### src/rtl/keypad_scan_ctrl_pkg.sv
// Shared definitions for the 4x4 keypad scanner: FSM state encodings,
// the empty-matrix constant and the one-hot-low column drive patterns.
package keypad_scan_ctrl_pkg;

    // Press-tracking FSM states.
    typedef enum logic [1:0] {
        S_IDLE  = 2'd0,
        S_HELD  = 2'd1,
        S_MULTI = 2'd2
    } kp_state_e;

    // Snapshot with no key closed.
    localparam logic [15:0] KEY_NONE = 16'h0000;

    // Column drive patterns: the active column is pulled low.
    localparam logic [3:0] COL0_N = 4'b1110;
    localparam logic [3:0] COL1_N = 4'b1101;
    localparam logic [3:0] COL2_N = 4'b1011;
    localparam logic [3:0] COL3_N = 4'b0111;

    // Map a column index to its one-hot-low drive pattern.
    function automatic logic [3:0] col_drive(input logic [1:0] idx);
        logic [3:0] drv;
        case (idx)
            2'd0:    drv = COL0_N;
            2'd1:    drv = COL1_N;
            2'd2:    drv = COL2_N;
            2'd3:    drv = COL3_N;
            default: drv = COL0_N;
        endcase
        return drv;
    endfunction

endpackage

### src/rtl/keypad_onehot_encode.sv
// Classifies a 16-bit key snapshot: empty, exactly one key, and the
// index of that key. The code output is only meaningful when one-hot.
module keypad_onehot_encode
    import keypad_scan_ctrl_pkg::*;
(
    input  logic [15:0] i_snap,
    output logic        o_is_zero,
    output logic        o_is_onehot,
    output logic [3:0]  o_code
);

    // Bit b of the key index is set for every snapshot position whose
    // index has bit b set, so OR-reducing the masked snapshot recovers
    // the index of a single set bit without a priority chain.
    localparam logic [15:0] IDX_B0_MASK = 16'hAAAA;
    localparam logic [15:0] IDX_B1_MASK = 16'hCCCC;
    localparam logic [15:0] IDX_B2_MASK = 16'hF0F0;
    localparam logic [15:0] IDX_B3_MASK = 16'hFF00;

    logic [15:0] snap_m1_s;

    // Zero / one-hot detection and one-hot to binary conversion.
    always_comb begin
        snap_m1_s   = i_snap - 16'd1;
        o_is_zero   = (i_snap == KEY_NONE);
        o_is_onehot = (!o_is_zero) && ((i_snap & snap_m1_s) == KEY_NONE);
        o_code[0]   = |(i_snap & IDX_B0_MASK);
        o_code[1]   = |(i_snap & IDX_B1_MASK);
        o_code[2]   = |(i_snap & IDX_B2_MASK);
        o_code[3]   = |(i_snap & IDX_B3_MASK);
    end

endmodule

### src/rtl/keypad_scan_ctrl.sv
// 4x4 matrix keypad scanner. Columns are driven low one at a time in
// round-robin; the rows are sampled at the end of each column's dwell.
// Complete frames are debounced, and a clean single-key press produces
// a one-cycle valid pulse together with its key code (row*4 + col).
module keypad_scan_ctrl
    import keypad_scan_ctrl_pkg::*;
#(
    parameter int SCAN_DIV        = 1000,
    parameter int DEBOUNCE_FRAMES = 4
)
(
    input  logic       i_clk,
    input  logic       i_reset_n,
    input  logic [3:0] i_key_row,
    output logic [3:0] o_key_col,
    output logic       o_key_valid,
    output logic [3:0] o_key_code,
    output logic       o_key_pressed
);

    localparam int CNT_W = (SCAN_DIV > 1) ? $clog2(SCAN_DIV) : 1;
    localparam int DBC_W = $clog2(DEBOUNCE_FRAMES + 1);

    localparam logic [CNT_W-1:0] CNT_LAST = CNT_W'(SCAN_DIV - 1);
    localparam logic [DBC_W-1:0] DBC_SAT  = DBC_W'(DEBOUNCE_FRAMES);

    // Scan state
    logic [CNT_W-1:0] cnt_q, cnt_d;
    logic [1:0]       col_idx_q, col_idx_d;
    logic [3:0]       col_q, col_d;

    // Snapshot / debounce state
    logic [15:0]      work_q, work_d;
    logic [15:0]      prev_q, prev_d;
    logic [DBC_W-1:0] dbc_q, dbc_d;

    // Press-tracking state and registered outputs
    kp_state_e        state_q, state_d;
    logic             valid_q, valid_d;
    logic [3:0]       code_q, code_d;
    logic             pressed_q, pressed_d;

    // Combinational helpers
    logic             sample_s;
    logic             frame_end_s;
    logic             stable_s;
    logic [15:0]      frame_s;
    logic [3:0]       bit_idx_s;
    logic             enc_zero_s;
    logic             enc_onehot_s;
    logic [3:0]       enc_code_s;

    // Dwell counter and column rotation; the drive pattern is registered
    // alongside the index so the pins always match the sampled column.
    always_comb begin
        sample_s  = (cnt_q == CNT_LAST);
        cnt_d     = cnt_q;
        col_idx_d = col_idx_q;
        col_d     = col_q;
        if (sample_s) begin
            cnt_d     = {CNT_W{1'b0}};
            col_idx_d = col_idx_q + 2'd1;
            col_d     = col_drive(col_idx_q + 2'd1);
        end else begin
            cnt_d     = cnt_q + CNT_W'(1);
        end
    end

    // Merge the current column's row sample into the working snapshot.
    // frame_s is the completed frame on the column-3 sample cycle.
    always_comb begin
        frame_s   = work_q;
        bit_idx_s = 4'd0;
        for (int r = 0; r < 4; r++) begin
            bit_idx_s          = {2'(r), col_idx_q};
            frame_s[bit_idx_s] = ~i_key_row[r];
        end
        if (sample_s) begin
            work_d = frame_s;
        end else begin
            work_d = work_q;
        end
    end

    // Frame-to-frame debounce: count consecutive identical frames,
    // saturating so a long hold never wraps back into "unstable".
    always_comb begin
        frame_end_s = sample_s && (col_idx_q == 2'd3);
        prev_d      = prev_q;
        dbc_d       = dbc_q;
        if (frame_end_s) begin
            prev_d = frame_s;
            if (frame_s == prev_q) begin
                if (dbc_q < DBC_SAT) begin
                    dbc_d = dbc_q + DBC_W'(1);
                end else begin
                    dbc_d = DBC_SAT;
                end
            end else begin
                dbc_d = DBC_W'(1);
            end
        end else begin
            dbc_d = dbc_q;
        end
        stable_s = frame_end_s && (dbc_d == DBC_SAT);
    end

    keypad_onehot_encode u_encode (
        .i_snap      (frame_s),
        .o_is_zero   (enc_zero_s),
        .o_is_onehot (enc_onehot_s),
        .o_code      (enc_code_s)
    );

    // Press-tracking FSM, advanced only on stable frame ends. A new key
    // is accepted only from S_IDLE, so rollover and chords never pulse.
    always_comb begin
        state_d   = state_q;
        valid_d   = 1'b0;
        code_d    = code_q;
        pressed_d = pressed_q;
        if (stable_s) begin
            case (state_q)
                S_IDLE: begin
                    if (enc_onehot_s) begin
                        state_d   = S_HELD;
                        valid_d   = 1'b1;
                        code_d    = enc_code_s;
                        pressed_d = 1'b1;
                    end else if (!enc_zero_s) begin
                        state_d   = S_MULTI;
                    end else begin
                        state_d   = S_IDLE;
                    end
                end
                S_HELD: begin
                    if (enc_zero_s) begin
                        state_d   = S_IDLE;
                        pressed_d = 1'b0;
                    end else begin
                        state_d   = S_HELD;
                    end
                end
                S_MULTI: begin
                    if (enc_zero_s) begin
                        state_d = S_IDLE;
                    end else begin
                        state_d = S_MULTI;
                    end
                end
                default: begin
                    state_d   = S_IDLE;
                    pressed_d = 1'b0;
                end
            endcase
        end else begin
            state_d = state_q;
        end
    end

    // State and output registers with asynchronous active-low reset.
    always_ff @(posedge i_clk or negedge i_reset_n) begin
        if (!i_reset_n) begin
            cnt_q     <= {CNT_W{1'b0}};
            col_idx_q <= 2'd0;
            col_q     <= COL0_N;
            work_q    <= KEY_NONE;
            prev_q    <= KEY_NONE;
            dbc_q     <= {DBC_W{1'b0}};
            state_q   <= S_IDLE;
            valid_q   <= 1'b0;
            code_q    <= 4'd0;
            pressed_q <= 1'b0;
        end else begin
            cnt_q     <= cnt_d;
            col_idx_q <= col_idx_d;
            col_q     <= col_d;
            work_q    <= work_d;
            prev_q    <= prev_d;
            dbc_q     <= dbc_d;
            state_q   <= state_d;
            valid_q   <= valid_d;
            code_q    <= code_d;
            pressed_q <= pressed_d;
        end
    end

    assign o_key_col     = col_q;
    assign o_key_valid   = valid_q;
    assign o_key_code    = code_q;
    assign o_key_pressed = pressed_q;

endmodule
### config.mk
export PLATFORM = sky130hd
export DESIGN_NAME = keypad_scan_ctrl
export DESIGN_NICKNAME = d
export VERILOG_FILES = /design/src/rtl/keypad_scan_ctrl_pkg.sv /design/src/rtl/keypad_onehot_encode.sv /design/src/rtl/keypad_scan_ctrl.sv
export SDC_FILE = /design/constraint.sdc
export NUM_CORES = 1
export LEC_CHECK = 0
export CORE_MARGIN = 4
export CORE_UTILIZATION = 45
export DETAILED_ROUTE_END_ITERATION = 10
export SLEW_MARGIN = 5
export SYNTH_ARGS = -nofsm -noshare
export SYNTH_HDL_FRONTEND = slang
export SYNTH_SLANG_ARGS = --single-unit
### constraint.sdc
create_clock -name i_clk -period 6.09 [get_ports i_clk]
set_input_delay 0.9135 -clock i_clk [delete_from_list [all_inputs] [get_ports i_clk]]
set_output_delay 0.9135 -clock i_clk [all_outputs]
set_load 0.01 [all_outputs]
==> results.sh <==
export IMPL_min_path_type="flip-flop to flip-flop"
export IMPL_grt_pass1_wl_um=13000
export IMPL_die_h_um=93.2
export IMPL_grt_busiest_layer="met2"
export IMPL_routed_wl_um=7560
export IMPL_p_switching_mw=0.179
export IMPL_rsz0062_at_grt="false"
export IMPL_power_mw=0.778
export IMPL_grt_met2_usage_pct=28.8
export IMPL_dpl_cell_count=454
export IMPL_firstDrtPassIters=4
export IMPL_syn_area_um2=3270
export IMPL_die_width_um=93.2
export IMPL_tightest_slew_ns=0.867
export IMPL_cts_setup_buffers=0
export IMPL_gp_congestion=0.973
export IMPL_tns_ns=0
export IMPL_met1_usage_pct=27.4
export IMPL_initial_core_util_pct=47.3
export IMPL_nFillCells=671
export IMPL_drive_above_1_share_pct=10.7
export IMPL_cts_sinks=59
export IMPL_clockRootBuffer="clkbuf_8"
export IMPL_portBuffers=15
export IMPL_synth_enable_flop_cells=0
export IMPL_grt_usage_pct=19.3
export IMPL_cts_tree="yes"
export IMPL_placed_area_um2=3470
export IMPL_fmax_mhz=273
export IMPL_synth_main_ff_cell="dfrtp_1"
export IMPL_power_frac_clock_pct=45.8
export IMPL_area_delta_synth_final_pct=12.0
export IMPL_synth_seq_cells=59
export IMPL_num_nets_final=381
export IMPL_synthArstFlopShare_pct=100
export IMPL_rows=30
export IMPL_cts_buffer_depth=2
export IMPL_avgSynthCellArea_um2=9.16
export IMPL_p_comb_share_pct=3.5
export IMPL_maxCapViolCount=0
export IMPL_numCtsBuffers=9
export IMPL_hpwl_um=5320
export IMPL_end_kind="flip-flop"
export IMPL_detail_route_antenna_nets=0
export IMPL_core_area_um2=6910
export IMPL_synthesis_yosys_warnings=0
export IMPL_finalSetupViolCount=0
export IMPL_skew_ns=0.00845
export IMPL_htreeDepth=3
export IMPL_cp_start_kind="input port"
export IMPL_synthCells=357
export IMPL_diodes=0
export IMPL_ctsResizeCount=0
export IMPL_die_area_um2=8690
export IMPL_pwr_density_cell_nw_per_um2=213
export IMPL_vias=2604
export IMPL_fin_crit_ns=3.66
export IMPL_p_sw_share_pct=23.0
export IMPL_maxSlewViolCount=0
export IMPL_pwr_share_seq_pct=50.7
export IMPL_synthDistinctLibCells=53
export IMPL_required_ns=6.31
export IMPL_grt_max_degree=60
export IMPL_stdcell_area_um2=3660
export IMPL_clk_pin_slew_worst_paths_ns=0.07
export IMPL_arrival_ns=3.89
export IMPL_crit_type="input port to flip-flop"
export IMPL_hold_violations=0
export IMPL_io_pins=16
export IMPL_maxSlewHeadroom_pct=42.1
export IMPL_syn_num_nets=369
export IMPL_timing_final_crit_share_pct=60.2
export IMPL_grt_pass1_vias=2517
export IMPL_final_util_pct=53.0
export IMPL_post_drt_wl_per_cell_um=16.1
export IMPL_critPathMaxFanout=15
export IMPL_antenna_found_initial=0
export IMPL_drc=0
export IMPL_overflow=0
export IMPL_power_internal_mw=0.600
export IMPL_synth_seq_area_share_pct=45.3
export IMPL_first_iter_violations=156
export IMPL_p_leak_nw=1.58
export IMPL_hold_buffers=0
export IMPL_clock_latency_ns=0.34
export IMPL_gr_usage_met3_pct=3.54
export IMPL_peakVddDrop_uv=99.9
export IMPL_multi_input_area_um2=1680
export IMPL_vias_per_cell=5.54
export IMPL_instances_no_fill=470
export IMPL_regArea_um2=1480
export IMPL_status="finished, final reports clean"
-- area by class of cell --
| cell class | instances | share of cell area [%] |
|---|---|---|
| well taps | 96 | 3.28 |
| repair buffers | 17 | 4.37 |
| multi-input cells | 274 | 45.8 |
| clock inverters | 5 | 1.44 |
| inverters | 8 | 0.820 |
| flip-flops and latches | 59 | 40.4 |
| clock buffers | 11 | 3.86 |
-- cells in the final DEF (no fill, tap or decap), types with 4 or more instances in the layout --
cell / count
mux2_2: 6
clkdlybuf4s50_1: 14
clkbuf_8: 10
a21oi_1: 16
a31oi_1: 9
nor4_1: 6
nand3_1: 5
o21ai_0: 30
and3_1: 12
inv_1: 8
nand2_1: 50
xor2_1: 9
dfrtp_1: 56
nor2_1: 28
nand2b_1: 22
ha_1: 6
and2_1: 4
o211ai_1: 6
nand4_1: 7
xnor2_1: 6
nor3_1: 8
-- cell families after synthesis --
family,share of synthesized area [%]
AOI/OAI and AO/OA,16.8
xor gates and xnor gates,4.02
adders and majority gates,2.30
buffers and inverters,3.44
DFF,45.3
muxes,2.07
and+or+nand+nor,26.1
-- through the flow --
| step | setup WS [ns] | hold slack [ns] |
|---|---|---|
| after detailed placement | 2.10 | 0.466 |
| after floorplan | 3.25 | 0.443 |
| after global placement | 2.10 | 0.462 |
| final | 2.43 | 0.477 |
| after CTS | 2.46 | 0.481 |
| after global routing | 2.11 | 0.497 |
-- power by group through the flow --
| stage | sequential [mW] | clock (mW) | combinational [mW] |
|---|---|---|---|
| 3_5_place_dp | 0.402 | 0 | 0.0274 |
| 5_1_grt | 0.394 | 0.381 | 0.0307 |
| 4_1_cts | 0.394 | 0.366 | 0.0275 |
| 2_1_floorplan | 0.401 | 0 | 0.0127 |
| 6_report | 0.395 | 0.357 | 0.0269 |
| 3_3_place_gp | 0.402 | 0 | 0.0275 |
-- worst paths after layout --
check,startpoint,end,slack (ns),cells after the start
max,i_key_row[0],o_key_code[0]$_DFFE_PN0P_,2.43,8
min,dbc_q[1]$_DFF_PN0_,dbc_q[1]$_DFF_PN0_,0.48,2
max reg2reg,col_idx_q[1]$_DFFE_PN0N_,o_key_code[0]$_DFFE_PN0P_,2.61,9
min reg2reg,dbc_q[1]$_DFF_PN0_,dbc_q[1]$_DFF_PN0_,0.48,2
max in group asynchronous,i_reset_n,prev_q[9]$_DFFE_PN0P_,4.86,2
min in group asynchronous,i_reset_n,dbc_q[0]$_DFF_PN0_,0.72,2
-- routing by layer --
layer	part of all wire [%]	up-vias
met5	0	-
met2	45	44
met4	1.5	0
met3	3.4	11
met1	50	1257
li1	-	1292
-- worst max-delay path: stages --
cell,delay (ns)
clkdlybuf4s50_1,0.71
nand2b_1,0.32
and3_1,0.21
nor4_1,0.47
nand4_1,0.24
nor4_4,0.47
nand4_2,0.23
mux2_2,0.32
-- synthesized netlist by cell type (all sizes together), types with 2 or more instances --
cell type / n / area share (%)
or3: 3 / 0.57
a21oi: 16 / 2.4
nand2b: 22 / 4.2
xnor2: 6 / 1.6
o221ai: 3 / 0.80
o211ai: 7 / 1.8
and2: 4 / 0.77
or4: 2 / 0.57
ha: 6 / 2.3
xor2: 9 / 2.4
nor2: 30 / 3.8
clkbuf: 9 / 1.0
o22ai: 3 / 0.77
dfrtp: 56 / 43
nor4: 9 / 2.8
a31oi: 9 / 1.7
dfstp: 3 / 2.4
nand2: 50 / 5.7
a31o: 3 / 0.80
o21ai: 31 / 4.7
a21o: 3 / 0.69
a21boi: 4 / 0.92
nand4b: 2 / 0.54
inv: 8 / 0.92
nand3: 5 / 0.77
nand4: 8 / 1.7
or2b: 3 / 0.69
mux2: 6 / 2.1
buf: 7 / 1.5
nor3: 8 / 1.2
and3: 12 / 2.3
-- sequential cells by signal, indices dropped and copies added, names as in the netlist --
register,cells
o_key_valid,1
state_q,2
dbc_q,3
o_key_pressed,1
o_key_col,4
prev_q,16
work_q,16
col_idx_q,2
o_key_code,4
cnt_q,10
Note: power is estimated with default switching activity, not from simulation.
